File: config.mk
export PLATFORM = sky130hd
export DESIGN_NAME = rv32i_mmio_resp
export DESIGN_NICKNAME = d
export VERILOG_FILES = /design/src/rtl/rv32i_mmio_resp.sv
export SDC_FILE = /design/constraint.sdc
export NUM_CORES = 1
export LEC_CHECK = 0
export ABC_AREA = 1
export CORE_UTILIZATION = 60
export CTS_CLUSTER_DIAMETER = 30
export DETAILED_ROUTE_END_ITERATION = 10
export PLACE_DENSITY = 0.82
export SYNTH_ARGS = -nofsm -noshare
export SYNTH_HDL_FRONTEND = slang
export SYNTH_SLANG_ARGS = --single-unit
File: constraint.sdc
create_clock -name I_CLK -period 3.9 [get_ports I_CLK]
set_input_delay 0.78 -clock I_CLK [delete_from_list [all_inputs] [get_ports I_CLK]]
set_output_delay 0.78 -clock I_CLK [all_outputs]
set_load 0.01 [all_outputs]
File: src/rtl/rv32i_mmio_resp.sv
// Data-side MMIO responder for the RV32I core: console TX FIFO drained over a
// valid/ready stream plus a 64-bit machine timer with compare interrupt.
module rv32i_mmio_resp #(
  parameter logic [31:0] BASE_ADDR  = 32'h8000_0000,
  parameter int          FIFO_DEPTH = 8,
  parameter int          PRESCALE   = 1
) (
  input  logic        I_CLK,
  input  logic        I_RST,
  input  logic [31:0] I_MEM_ADDR,
  input  logic        I_MEM_WR,
  input  logic [3:0]  I_MEM_WR_STRB,
  input  logic [31:0] I_MEM_WR_DATA,
  output logic        O_SEL,
  output logic [31:0] O_MEM_RD_DATA,
  output logic        O_TX_VALID,
  output logic [7:0]  O_TX_DATA,
  input  logic        I_TX_READY,
  output logic        O_TIMER_IRQ
);
  localparam int PW = $clog2(FIFO_DEPTH);
  localparam int CW = PW + 1;
  localparam int SW = (PRESCALE > 1) ? $clog2(PRESCALE) : 1;
  localparam logic [CW-1:0] DEPTH_C = CW'(FIFO_DEPTH);
  localparam logic [SW-1:0] PRE_MAX = SW'(PRESCALE - 1);

  localparam logic [5:0] OFF_TXDATA   = 6'd0;
  localparam logic [5:0] OFF_STATUS   = 6'd1;
  localparam logic [5:0] OFF_MTIME_LO = 6'd2;
  localparam logic [5:0] OFF_MTIME_HI = 6'd3;
  localparam logic [5:0] OFF_CMP_LO   = 6'd4;
  localparam logic [5:0] OFF_CMP_HI   = 6'd5;

  logic [7:0]    fifo_mem [FIFO_DEPTH];
  logic [PW-1:0] wr_ptr, rd_ptr;
  logic [CW-1:0] count;
  logic          tx_ovf;
  logic [63:0]   mtime, mtimecmp;
  logic [SW-1:0] pre_cnt;
  logic          irq;

  logic [5:0]  word;
  logic        wr_en, empty, full, push_req, pop, push_ok, ovf_set, ovf_clr, tick;
  logic [31:0] count_ext;
  logic [7:0]  count_field;
  logic        unused_addr_bits;

  function automatic logic [31:0] merge_bytes(input logic [31:0] cur,
                                              input logic [31:0] data,
                                              input logic [3:0]  strb);
    logic [31:0] res;
    res = cur;
    for (int k = 0; k < 4; k++)
      if (strb[k]) res[8*k +: 8] = data[8*k +: 8];
    return res;
  endfunction

  assign word             = I_MEM_ADDR[7:2];
  assign unused_addr_bits = ^I_MEM_ADDR[1:0];
  assign O_SEL            = (I_MEM_ADDR[31:8] == BASE_ADDR[31:8]);
  assign wr_en            = I_MEM_WR & O_SEL;

  assign empty    = (count == '0);
  assign full     = (count == DEPTH_C);
  assign push_req = wr_en && (word == OFF_TXDATA) && I_MEM_WR_STRB[0];
  assign pop      = !empty && I_TX_READY;
  // A full FIFO still accepts a push when the head leaves in the same cycle.
  assign push_ok  = push_req && (!full || pop);
  assign ovf_set  = push_req && full && !pop;
  assign ovf_clr  = wr_en && (word == OFF_STATUS) && I_MEM_WR_STRB[0] && I_MEM_WR_DATA[2];
  assign tick     = (pre_cnt == PRE_MAX);

  always_ff @(posedge I_CLK) begin
    if (!I_RST && push_ok) fifo_mem[wr_ptr] <= I_MEM_WR_DATA[7:0];
  end

  always_ff @(posedge I_CLK) begin
    if (I_RST) begin
      wr_ptr <= '0;
      rd_ptr <= '0;
      count  <= '0;
      tx_ovf <= 1'b0;
    end else begin
      if (push_ok) wr_ptr <= wr_ptr + 1'b1;
      if (pop)     rd_ptr <= rd_ptr + 1'b1;
      case ({push_ok, pop})
        2'b10:   count <= count + 1'b1;
        2'b01:   count <= count - 1'b1;
        default: count <= count;
      endcase
      if (ovf_set)      tx_ovf <= 1'b1;
      else if (ovf_clr) tx_ovf <= 1'b0;
    end
  end

  // Software writes to mtime take priority over the tick; halves carry nothing.
  always_ff @(posedge I_CLK) begin
    if (I_RST) begin
      pre_cnt  <= '0;
      mtime    <= '0;
      mtimecmp <= '1;
      irq      <= 1'b0;
    end else begin
      pre_cnt <= tick ? '0 : pre_cnt + 1'b1;
      if (wr_en && word == OFF_MTIME_LO)
        mtime[31:0] <= merge_bytes(mtime[31:0], I_MEM_WR_DATA, I_MEM_WR_STRB);
      else if (wr_en && word == OFF_MTIME_HI)
        mtime[63:32] <= merge_bytes(mtime[63:32], I_MEM_WR_DATA, I_MEM_WR_STRB);
      else if (tick)
        mtime <= mtime + 64'd1;
      if (wr_en && word == OFF_CMP_LO)
        mtimecmp[31:0] <= merge_bytes(mtimecmp[31:0], I_MEM_WR_DATA, I_MEM_WR_STRB);
      if (wr_en && word == OFF_CMP_HI)
        mtimecmp[63:32] <= merge_bytes(mtimecmp[63:32], I_MEM_WR_DATA, I_MEM_WR_STRB);
      irq <= (mtime >= mtimecmp);
    end
  end

  assign count_ext   = 32'(count);
  assign count_field = (count_ext > 32'd255) ? 8'hFF : count_ext[7:0];

  always_comb begin
    O_MEM_RD_DATA = '0;
    if (O_SEL) begin
      case (word)
        OFF_STATUS:   O_MEM_RD_DATA = {16'h0, count_field, 4'h0, irq, tx_ovf, full, empty};
        OFF_MTIME_LO: O_MEM_RD_DATA = mtime[31:0];
        OFF_MTIME_HI: O_MEM_RD_DATA = mtime[63:32];
        OFF_CMP_LO:   O_MEM_RD_DATA = mtimecmp[31:0];
        OFF_CMP_HI:   O_MEM_RD_DATA = mtimecmp[63:32];
        default:      O_MEM_RD_DATA = '0;
      endcase
    end
  end

  assign O_TX_VALID  = !empty;
  assign O_TX_DATA   = empty ? 8'h00 : fifo_mem[rd_ptr];
  assign O_TIMER_IRQ = irq;

endmodule
After elaboration in Yosys (flattened, before gate mapping)
Memory sizes are Yosys's and may differ from the RTL's. A register that Yosys moved wholly into a read port is not among the register bits.
Cells that the tools add are included.
{"block": "totals", "input_bits": 72, "mem_count": 1, "register_bits": 141, "output_inout_bits": 43, "mem_bits_rw": 64}
{"block": "op_classes", "n_mux": 19, "bitwise_logic": 3, "order_cmp": 2, "add_sub_neg": 6, "reduce_logical": 40, "eq_ne": 20}
{"name": "fifo_mem", "words": 8, "width": 8, "read_ports": 1, "rd_clocked_by_memory_dff": 1, "write_ports": 1, "line": "34", "source": "logic [7:0] fifo_mem [FIFO_DEPTH];"}
{"operator": "32-bit one-hot mux with 5 select lines", "n": 1}
{"operator": "32-bit 2-to-1 mux", "n": 4}
{"operator": "64-bit by 1-bit adder with 64-bit output, second input constant", "n": 1}
{"operator": "64-bit >= comparator", "n": 1}
{"operator": "64-bit 2-to-1 mux", "n": 1}
{"operator": "8-bit 2-to-1 mux", "n": 6}
{"operator": "24-bit == test, second input constant", "n": 1}
{"operator": "3-bit AND reduction", "n": 8}
{"operator": "2-bit inequality test, second input constant", "n": 9}
{"operator": "2-bit AND reduction", "n": 8}
{"operator": "1-bit logical AND", "n": 14}
{"operator": "6-bit by 2-bit == test with 1-bit output, second input constant", "n": 2}
{"operator": "6-bit by 3-bit == test with 1-bit output, second input constant", "n": 2}
{"operator": "4-bit by 8-bit > comparator with 1-bit output, second input constant", "n": 1}
{"operator": "4-bit one-hot mux with 2 select lines", "n": 1}
{"operator": "3-bit by 1-bit adder with 3-bit output, second input constant", "n": 2}
{"operator": "6-bit by 1-bit == test with 1-bit output, second input constant", "n": 1}
{"operator": "6-bit zero test", "n": 1}
{"operator": "3-bit 2-to-1 mux", "n": 2}
{"operator": "4-bit by 1-bit adder with 4-bit output, second input constant", "n": 1}
{"operator": "4-bit == test, second input constant", "n": 1}
{"operator": "1-bit zero test", "n": 4}
{"operator": "4-bit zero test", "n": 1}
{"operator": "1-bit 2-to-1 mux", "n": 4}
{"operator": "10 further kinds", "n": 13}

Depth between registers and ports, before layout
Gate-level depths: netlist (run 1).
{"block": "depth", "ltp_word": 8, "ltp_mapped": 19, "depth_no_buf": 18}

Worst setup path after synthesis (run 1)
No wires, ideal clock.
{"block": "synth_timing", "kind": "input port to output port", "start": "in I_MEM_ADDR[2]", "end": "out O_MEM_RD_DATA[12]", "slack_ns": 1.044, "required_time_ns": 3.120, "stages": 8, "path_buffers": 3, "arrival_time_ns": 2.076, "path_cell_list": "buf_2 > nor2_1 > nand3_2 > inv_1 > buf_2 > buf_2 > nand2_1 > a31oi_1"}
{"block": "synth_between", "elab_chain_len": 3, "word_cells_on_any_way": 7, "cone_classes": "5 x eq/ne; 2 x mux"}
{"element": "start, declared", "line": "10", "source": "input logic [31:0] I_MEM_ADDR,"}
{"element": "6-bit by 3-bit == test with 1-bit output (tied with other cells)", "line": "125", "source": "case (word)"}
{"element": "32-bit one-hot mux with 5 select lines *", "line": "125"}
{"element": "32-bit 2-to-1 mux *", "line": "124", "source": "if (O_SEL) begin"}
{"element": "end, declared", "line": "15", "source": "output logic [31:0] O_MEM_RD_DATA,"}
Mark *: on every way between the ends. The rest lies on a longest branch, timed or not.

Worst setup path in the final report (run 1)
{"block": "layout_timing", "start": "in I_MEM_ADDR[2]", "end": "out O_MEM_RD_DATA[8]"}
The elaborated chain is that of the path after synthesis.

==> flow_summary_export.csv, run 1 <==
group,metric,value,unit
run_status,status,"finished, final reports clean",
route,drtIter0Drc,1738,
critical_path,reg2reg_from,"count[0]",
finish,n_fill_cell,1765,
clocking,cts.sinks,208,
timing,max_freq,261.0,MHz
placement,io_buffers,112,
finish,fin_cells,2522,
timing,drv_slew,0,
clocking,root_buffer,"clkbuf_16",
floorplanning,die_area,0.02363,sq mm
clocking,cts_tree,"built",
grt,grt_first_pass_wirelength,76.11,mm
clocking,clk_path_buf_depth,3,
synth,synth_ff_type,"dfxtp_1",
placement,dp_hpwl,35.85,mm
route,dr.pass1.iters,6,
finish,antenna_cells,0,
timing,fin_ws,0.06822,ns
power,pwr_density_cell,451.8,mW/mm^2
synth,syn_area,0.01381,sq mm
critical_path,crit_start,"I_MEM_ADDR[2]",
critical_path,cp.arrival,3.05,ns
clocking,cts.clk_slew.worst_paths,0.05,ns
grt,grt_max_degree,54,
critical_path,required,3.12,ns
critical_path,critical_path.startpoint_type,"primary input",
power,power_leakage,7.824,nW
synth,synth_top_area_cell,"dfxtp_1",
power,pwr-share-comb,14.8,%
synth,synth_nets,2213,
route,drt_wl_total,49.08,mm
finish,multi_input_comb_area,0.007730,sq mm
placement,gp_congestion,1.024,
finish,nets,2340,
synth,ys_async_sr_fraction,0,%
grt,grt.overflow.total,0,
route,avgRoutedWirePerCell,19.46,microns
power,p_total,7.671,mW
grt,antenna_found_initial,0,
timing,post-route-period-util,98.25,%
clocking,htreeDepth,2,
flow_run,drv_cap,0,
timing,rsz0062_at_grt,"no",
power,intPower,5.485,mW
power,seqPwrFrac,31.4,%
clocking,worstSkewPairLatency,0.56,ns
timing,slew_headroom,51.03,%
floorplanning,core,0.02257,sq mm
power,clkPwrFrac,53.8,%
synth,yosys-top-cells-area,"dfxtp_1 21%, nand2_1 16%, edfxtp_1 14%, nor2_1 8.5%, inv_1 6.7%",
grt,grt_usage,41.41,%
synth,synth_seq_area_share,34.79,%
finish,register_area,0.004805,sq mm
synth,ys_types,45,
synth,synth_warnings,0,
synth,synthCells,2071,
finish,syn2layout_area_growth,22.97,%
timing,hold_viol_final,0,
critical_path,crit_path_end_kind,"output pin",
hold_path,min-delay-start,"tx_ovf",
timing,setup_violations,0,
power,power.switching,2.186,mW
route,drtAntennaViolNets,0,
synth,syn_avg_cell_area,6.668,sq um
grt,grt_pass1_vias,14246,
hold_path,hp-class,"reg -> reg",
synth,synth_edf_count,64,
floorplanning,fp.dieH,153.7,microns
floorplanning,num_rows,55,
route,viasPerCell,5.978,
floorplanning,pin_count,115,
clocking,cts_buffers,47,
critical_path,critPathMaxFanout,16,
timing,setup_tns,0,ns
critical_path,worst-setup-path-type,"in -> out",
clocking,postCtsSetupBuffers,0,
route,drc_errors,0,
synth,synth_seq_cells,208,
placement,post-place-ws,0.1115,ns
route,vias,15076,
placement,placed_cells,2434,
synth,synth_top_area_share,20.88,%
timing,period_minus_slack,3.832,ns
floorplanning,start_util,61.18,%
finish,drive_gt1_share,7.778,%
timing,tightestPinTransition,0.7337,ns
power,netSwitchingFraction,28.50,%
timing,finalClockSkew,0.02528,ns
power,peakVddDrop,0.0004384,V
floorplanning,fp.dieW,153.7,microns
==> worst paths after layout <==
path,endpoint,slack (ns),cells past startpoint
setup / recovery,O_MEM_RD_DATA[8],0.07,8
setup reg to reg,count[3],0.99,15
hold / removal,tx_ovf,0.48,2
hold reg to reg,tx_ovf,0.48,2
==> area by class of cell <==
type	instances	area share [%]
Multi-Input combinational cell	1538	45.52
Sequential cell	208	28.29
Timing Repair Buffer	149	8.606
Clock buffer	55	7.339
Inverter	254	5.622
Clock inverter	33	2.520
Tap cell	285	2.100
==> placed cells by master, fill, tap and decap left out, types with 3 or more instances in the layout <==
| master | count |
|---|---|
| inv_8 | 5 |
| a221oi_1 | 6 |
| nand3_1 | 103 |
| buf_4 | 32 |
| nand4_1 | 37 |
| ha_1 | 69 |
| a22oi_1 | 26 |
| inv_2 | 7 |
| o21bai_1 | 3 |
| nor2_4 | 8 |
| o21a_1 | 3 |
| buf_12 | 5 |
| nand3_2 | 13 |
| nor2_1 | 312 |
| inv_1 | 246 |
| a31oi_1 | 34 |
| inv_6 | 4 |
| a21oi_1 | 82 |
| clkdlybuf4s50_1 | 112 |
| bufinv_16 | 6 |
| clkinvlp_4 | 3 |
| nand2_1 | 596 |
| clkinv_4 | 6 |
| and2_1 | 3 |
| edfxtp_1 | 64 |
| clkbuf_1 | 4 |
| nand3b_1 | 11 |
| nand2_2 | 5 |
| clkbuf_8 | 4 |
| o211ai_1 | 64 |
| nor2_2 | 12 |
| o22ai_1 | 14 |
| nor4_1 | 3 |
| clkbuf_16 | 47 |
| clkinv_2 | 6 |
| xor2_1 | 8 |
| nor3_1 | 7 |
| o21ai_0 | 104 |
| dfxtp_1 | 144 |
==> metal layers <==
layer | up-vias | global-route usage [%] | share of wire, %
met1 | 6980 | 54.25 | 39
met4 | 0 | 19.33 | 4.2
met3 | 155 | 5.919 | 11
met2 | 854 | 67.53 | 46
li1 | 7087 | - | -
met5 | - | 0 | 0
==> through the flow <==
stage	utilization [%]	instance area [sq um]	hold slack [ns]
after floorplan	-	13810	0.4334
after global placement	67.78	15300	0.4443
after detailed placement	67.78	15300	0.4637
after CTS	75.19	16970	0.4740
after global routing	75.23	16980	0.5055
final	75.23	16980	0.4800
==> synthesized netlist by cell type, types with 2 or more instances <==
master / n
a21oi_1: 82
a221oi_1: 7
a22oi_1: 26
a31oi_1: 34
and2_1: 3
buf_1: 4
buf_2: 19
buf_4: 6
buf_6: 3
clkbuf_1: 39
dfxtp_1: 144
edfxtp_1: 64
ha_1: 69
inv_1: 247
inv_2: 7
nand2_1: 596
nand2_2: 5
nand3_1: 103
nand3_2: 13
nand3b_1: 11
nand4_1: 37
nor2_1: 313
nor2_2: 12
nor2_4: 7
nor3_1: 7
nor4_1: 3
o211ai_1: 64
o21a_1: 3
o21ai_0: 104
o21bai_1: 3
o22ai_1: 14
or2_2: 2
xor2_1: 8
==> worst max-delay path: stages <==
cell and delay [ns]:
clkdlybuf4s50_1 0.51, buf_4 0.20, nand2_1 0.11, nor2_4 0.07, buf_12 0.15, a221oi_1 0.57, a21oi_1 0.13, clkdlybuf4s50_1 0.52
==> timing repair <==
item | 4_1_cts | 5_1_grt
hold buffers | 0 | 0
resized for setup | 0 | 2
setup endpoints to repair | 0 | 7
hold endpoints to repair | 0 | 0
==> cell families (layout without fill, tap and decap cells) <==
logic type | Yosys count | count (layout) | synth area share [%]
AOI/OAI and AO/OA | 342 | 342 | 14.90
xor gates and xnor gates | 9 | 9 | 0.5708
adders and majority gates | 70 | 70 | 6.397
buffers and inverters | 325 | 491 | 9.332
DFF | 208 | 208 | 34.79
other | 1 | 1 | 0.02716
and+or+nand+nor | 1116 | 1116 | 33.99
==> power by group through the flow <==
stage | logic, mW | clock network [mW] | registers [mW]
after floorplan | 0.679 | 0 | 2.39
after global placement | 1.06 | 0 | 2.44
after detailed placement | 1.11 | 0 | 2.44
after CTS | 1.12 | 4.14 | 2.40
after global routing | 1.25 | 4.25 | 2.41
final | 1.13 | 4.13 | 2.41
==> state kept, by name, indices dropped and copies added, names as in the netlist, named ones only <==
name         flops
fifo_mem        64
mtimecmp        64
mtime           64
count            4
pre_cnt          1
rd_ptr           3
tx_ovf           1
wr_ptr           3
O_TIMER_IRQ      1
No activity file was read; power rests on OpenSTA's default activity.
==> run 2: changes to the inputs <==
--- a/config.mk
+++ b/config.mk
@@ -9,6 +9,7 @@
 export CORE_UTILIZATION = 60
 export CTS_CLUSTER_DIAMETER = 30
 export DETAILED_ROUTE_END_ITERATION = 10
+export MAX_ROUTING_LAYER = met4
 export PLACE_DENSITY = 0.82
 export SYNTH_ARGS = -nofsm -noshare
 export SYNTH_HDL_FRONTEND = slang
==> flow_summary_export.csv, run 2 (synthesis gave the netlist of run 1 again) <==
group,metric,value,unit
run_status,status,"finished, final reports clean",
floorplanning,num_rows,55,
grt,antenna_found_initial,1,
timing,post-route-period-util,98.20,%
critical_path,worst-setup-path-type,"in -> out",
critical_path,critPathMaxStageDelay,0.63,ns
route,dr.pass1.iters,7,
clocking,clk_path_buf_depth,3,
route,drtIter0Drc,1597,
floorplanning,fp.dieH,153.7,microns
hold_path,whs_path_depth,2,
route,drt_wl_total,48.43,mm
grt,grt_first_pass_wirelength,74.21,mm
hold_path,hp-class,"reg -> reg",
timing,setup_tns,0,ns
grt,met2_usage,65.54,%
placement,io_buffers,112,
timing,drv_slew,0,
finish,final_cell_mix,"596 x nand2_1, 313 x nor2_1, 246 x inv_1, 144 x dfxtp_1, 112 x clkdlybuf4s50_1",
clocking,worstSkewPairLatency,0.55,ns
critical_path,cp.arrival,3.05,ns
finish,register_area,0.004805,sq mm
clocking,postCtsSetupBuffers,0,
grt,grtUsageMet1,52.99,%
critical_path,r2r_cells,15,
clocking,htreeDepth,2,
critical_path,reg2reg_from,"count[0]",
critical_path,r2r_end,"count[3]",
critical_path,cp_common_cell,"clkdlybuf4s50_1",
hold_path,hold-path-endpoint,"mtimecmp[40]",
critical_path,path_delay_family,"buffers and inverters",
critical_path,critPathSlowestCell,"clkdlybuf4s50_1",
clocking,hold_buffers,0,
critical_path,regToRegSetupSlack,0.93,ns
timing,slew_headroom,55.32,%
timing,period_minus_slack,3.830,ns
clocking,cts_tree,"built",
grt,busiest_layer,"met2",
route,drc_errors,0,
finish,drive_gt1_share,7.782,%
power,peakVddDrop,0.0003090,V
clocking,root_buffer,"clkbuf_16",
timing,rsz0062_at_grt,"no",
grt,grt_usage,41.77,%
grt,grt_pass1_vias,13861,
critical_path,crit_path_end_kind,"output pin",
route,avgRoutedWirePerCell,19.20,microns
floorplanning,pin_count,115,
clocking,cts_buffers,48,
power,pwr_density_cell,457.7,mW/mm^2
route,vias,14920,
floorplanning,fp.dieW,153.7,microns
placement,dp_hpwl,34.53,mm
finish,reg_top3,"fifo_mem: 64 flops, mtime: 64 flops, mtimecmp: 64 flops",
grt,grt_max_degree,60,
finish,syn2layout_area_growth,23.09,%
critical_path,critPathBufInv,3,
finish,nets,2339,
timing,max_freq,261.1,MHz
placement,placed_cells,2432,
critical_path,required,3.12,ns
clocking,cts_resized,0,
finish,multi_input_comb_area,0.007727,sq mm
clocking,cts.sinks,208,
timing,tightestPinTransition,0.6651,ns
finish,fin_cells,2522,
timing,hold_viol_final,0,
hold_path,min-delay-start,"mtimecmp[40]",
floorplanning,start_util,61.18,%
route,viasPerCell,5.916,
floorplanning,core,0.02257,sq mm
critical_path,crit_chain,"clkdlybuf4s50_1 > nor2_1 > nand3_2 > buf_4 > o22ai_1 > a221oi_1 > a21oi_1 > clkdlybuf4s50_1",
flow_run,drv_cap,0,
finish,layout_commonest_cell,"nand2_1",
floorplanning,die_area,0.02363,sq mm
clocking,cts.clk_slew.worst_paths,0.04,ns
finish,n_fill_cell,1785,
critical_path,critical_path.startpoint_type,"primary input",
power,power_leakage,7.823,nW
grt,grtUsageMet3,6.313,%
grt,grt.overflow.total,0,
route,drtAntennaViolNets,0,
timing,finalClockSkew,0.01405,ns
timing,setup_violations,0,
critical_path,critPathMaxFanout,7,
placement,gp_congestion,1.046,
finish,fin_util,75.30,%
[run 2: cell count changes in the layout (fill, tap and decap cells not counted), sizes merged]
| cell | change |
|---|---|
| buf | -2 |
| bufinv | +2 |
| clkbuf | -1 |
| clkinv | +1 |
| clkinvlp | +4 |
| diode | +1 |
| inv | -5 |
[run 2: where the power goes]
group          total [mW]  switching, mW  leakage [nW]  internal, mW
logic                1.13          0.675          5.25         0.453
clock network        4.25           1.37         0.825          2.88
registers            2.40          0.109          1.75          2.29
total                7.78           2.16          7.82          5.62
[run 2: worst reg2reg max path, stage by stage (launching register included)]
cell,delay (ns)
dfxtp_1,0.36
inv_1,0.13
nand4_1,0.49
nand2_1,0.41
inv_1,0.20
nand2_2,0.19
inv_1,0.10
ha_1,0.33
nand2_1,0.08
nand2_1,0.04
a31oi_1,0.20
inv_1,0.06
nand2_1,0.08
nand3_1,0.07
nand2_1,0.06
nor2_1,0.05
[run 2: metal layers]
| metal | vias up | wire (microns) |
|---|---|---|
| met5 | - | 0 |
| met4 | 0 | 2422 |
| met3 | 177 | 5215 |
| met2 | 825 | 21620 |
| met1 | 6840 | 19180 |
| li1 | 7078 | - |
[run 2: how the worst max path moves through the flow]
stage,from,end,cells past startpoint
final,I_MEM_ADDR[2],O_MEM_RD_DATA[11],8
after global routing,I_MEM_ADDR[31],O_MEM_RD_DATA[21],11
after CTS,I_MEM_ADDR[2],O_MEM_RD_DATA[9],8
after detailed placement,I_MEM_ADDR[2],O_MEM_RD_DATA[10],8
after global placement,I_MEM_ADDR[2],O_MEM_RD_DATA[8],8
after floorplan,I_MEM_ADDR[2],O_MEM_RD_DATA[12],8
[run 2: metrics by stage]
stage               setup WS [ns]  hold WS, ns  power [mW]  cell area, sq um
floorplan                   1.044       0.4334       3.071             13810
global placement           0.1778       0.4451       3.498             15280
detailed placement         0.1485       0.4616       3.534             15280
finish                    0.07010       0.4733       7.781             17000
global route              0.01038       0.4973       8.001             17000
CTS                        0.1319       0.4739       7.758             16990
[run 2: area by class of cell]
cell class	count	share of cell area [%]
tap	285	2.098
multi-input combinational	1538	45.46
timing repair buffer	147	8.509
sequential	208	28.27
inverter	254	5.616
clock inverter	35	2.591
clock buffer	54	7.442
antenna	1	0.01472
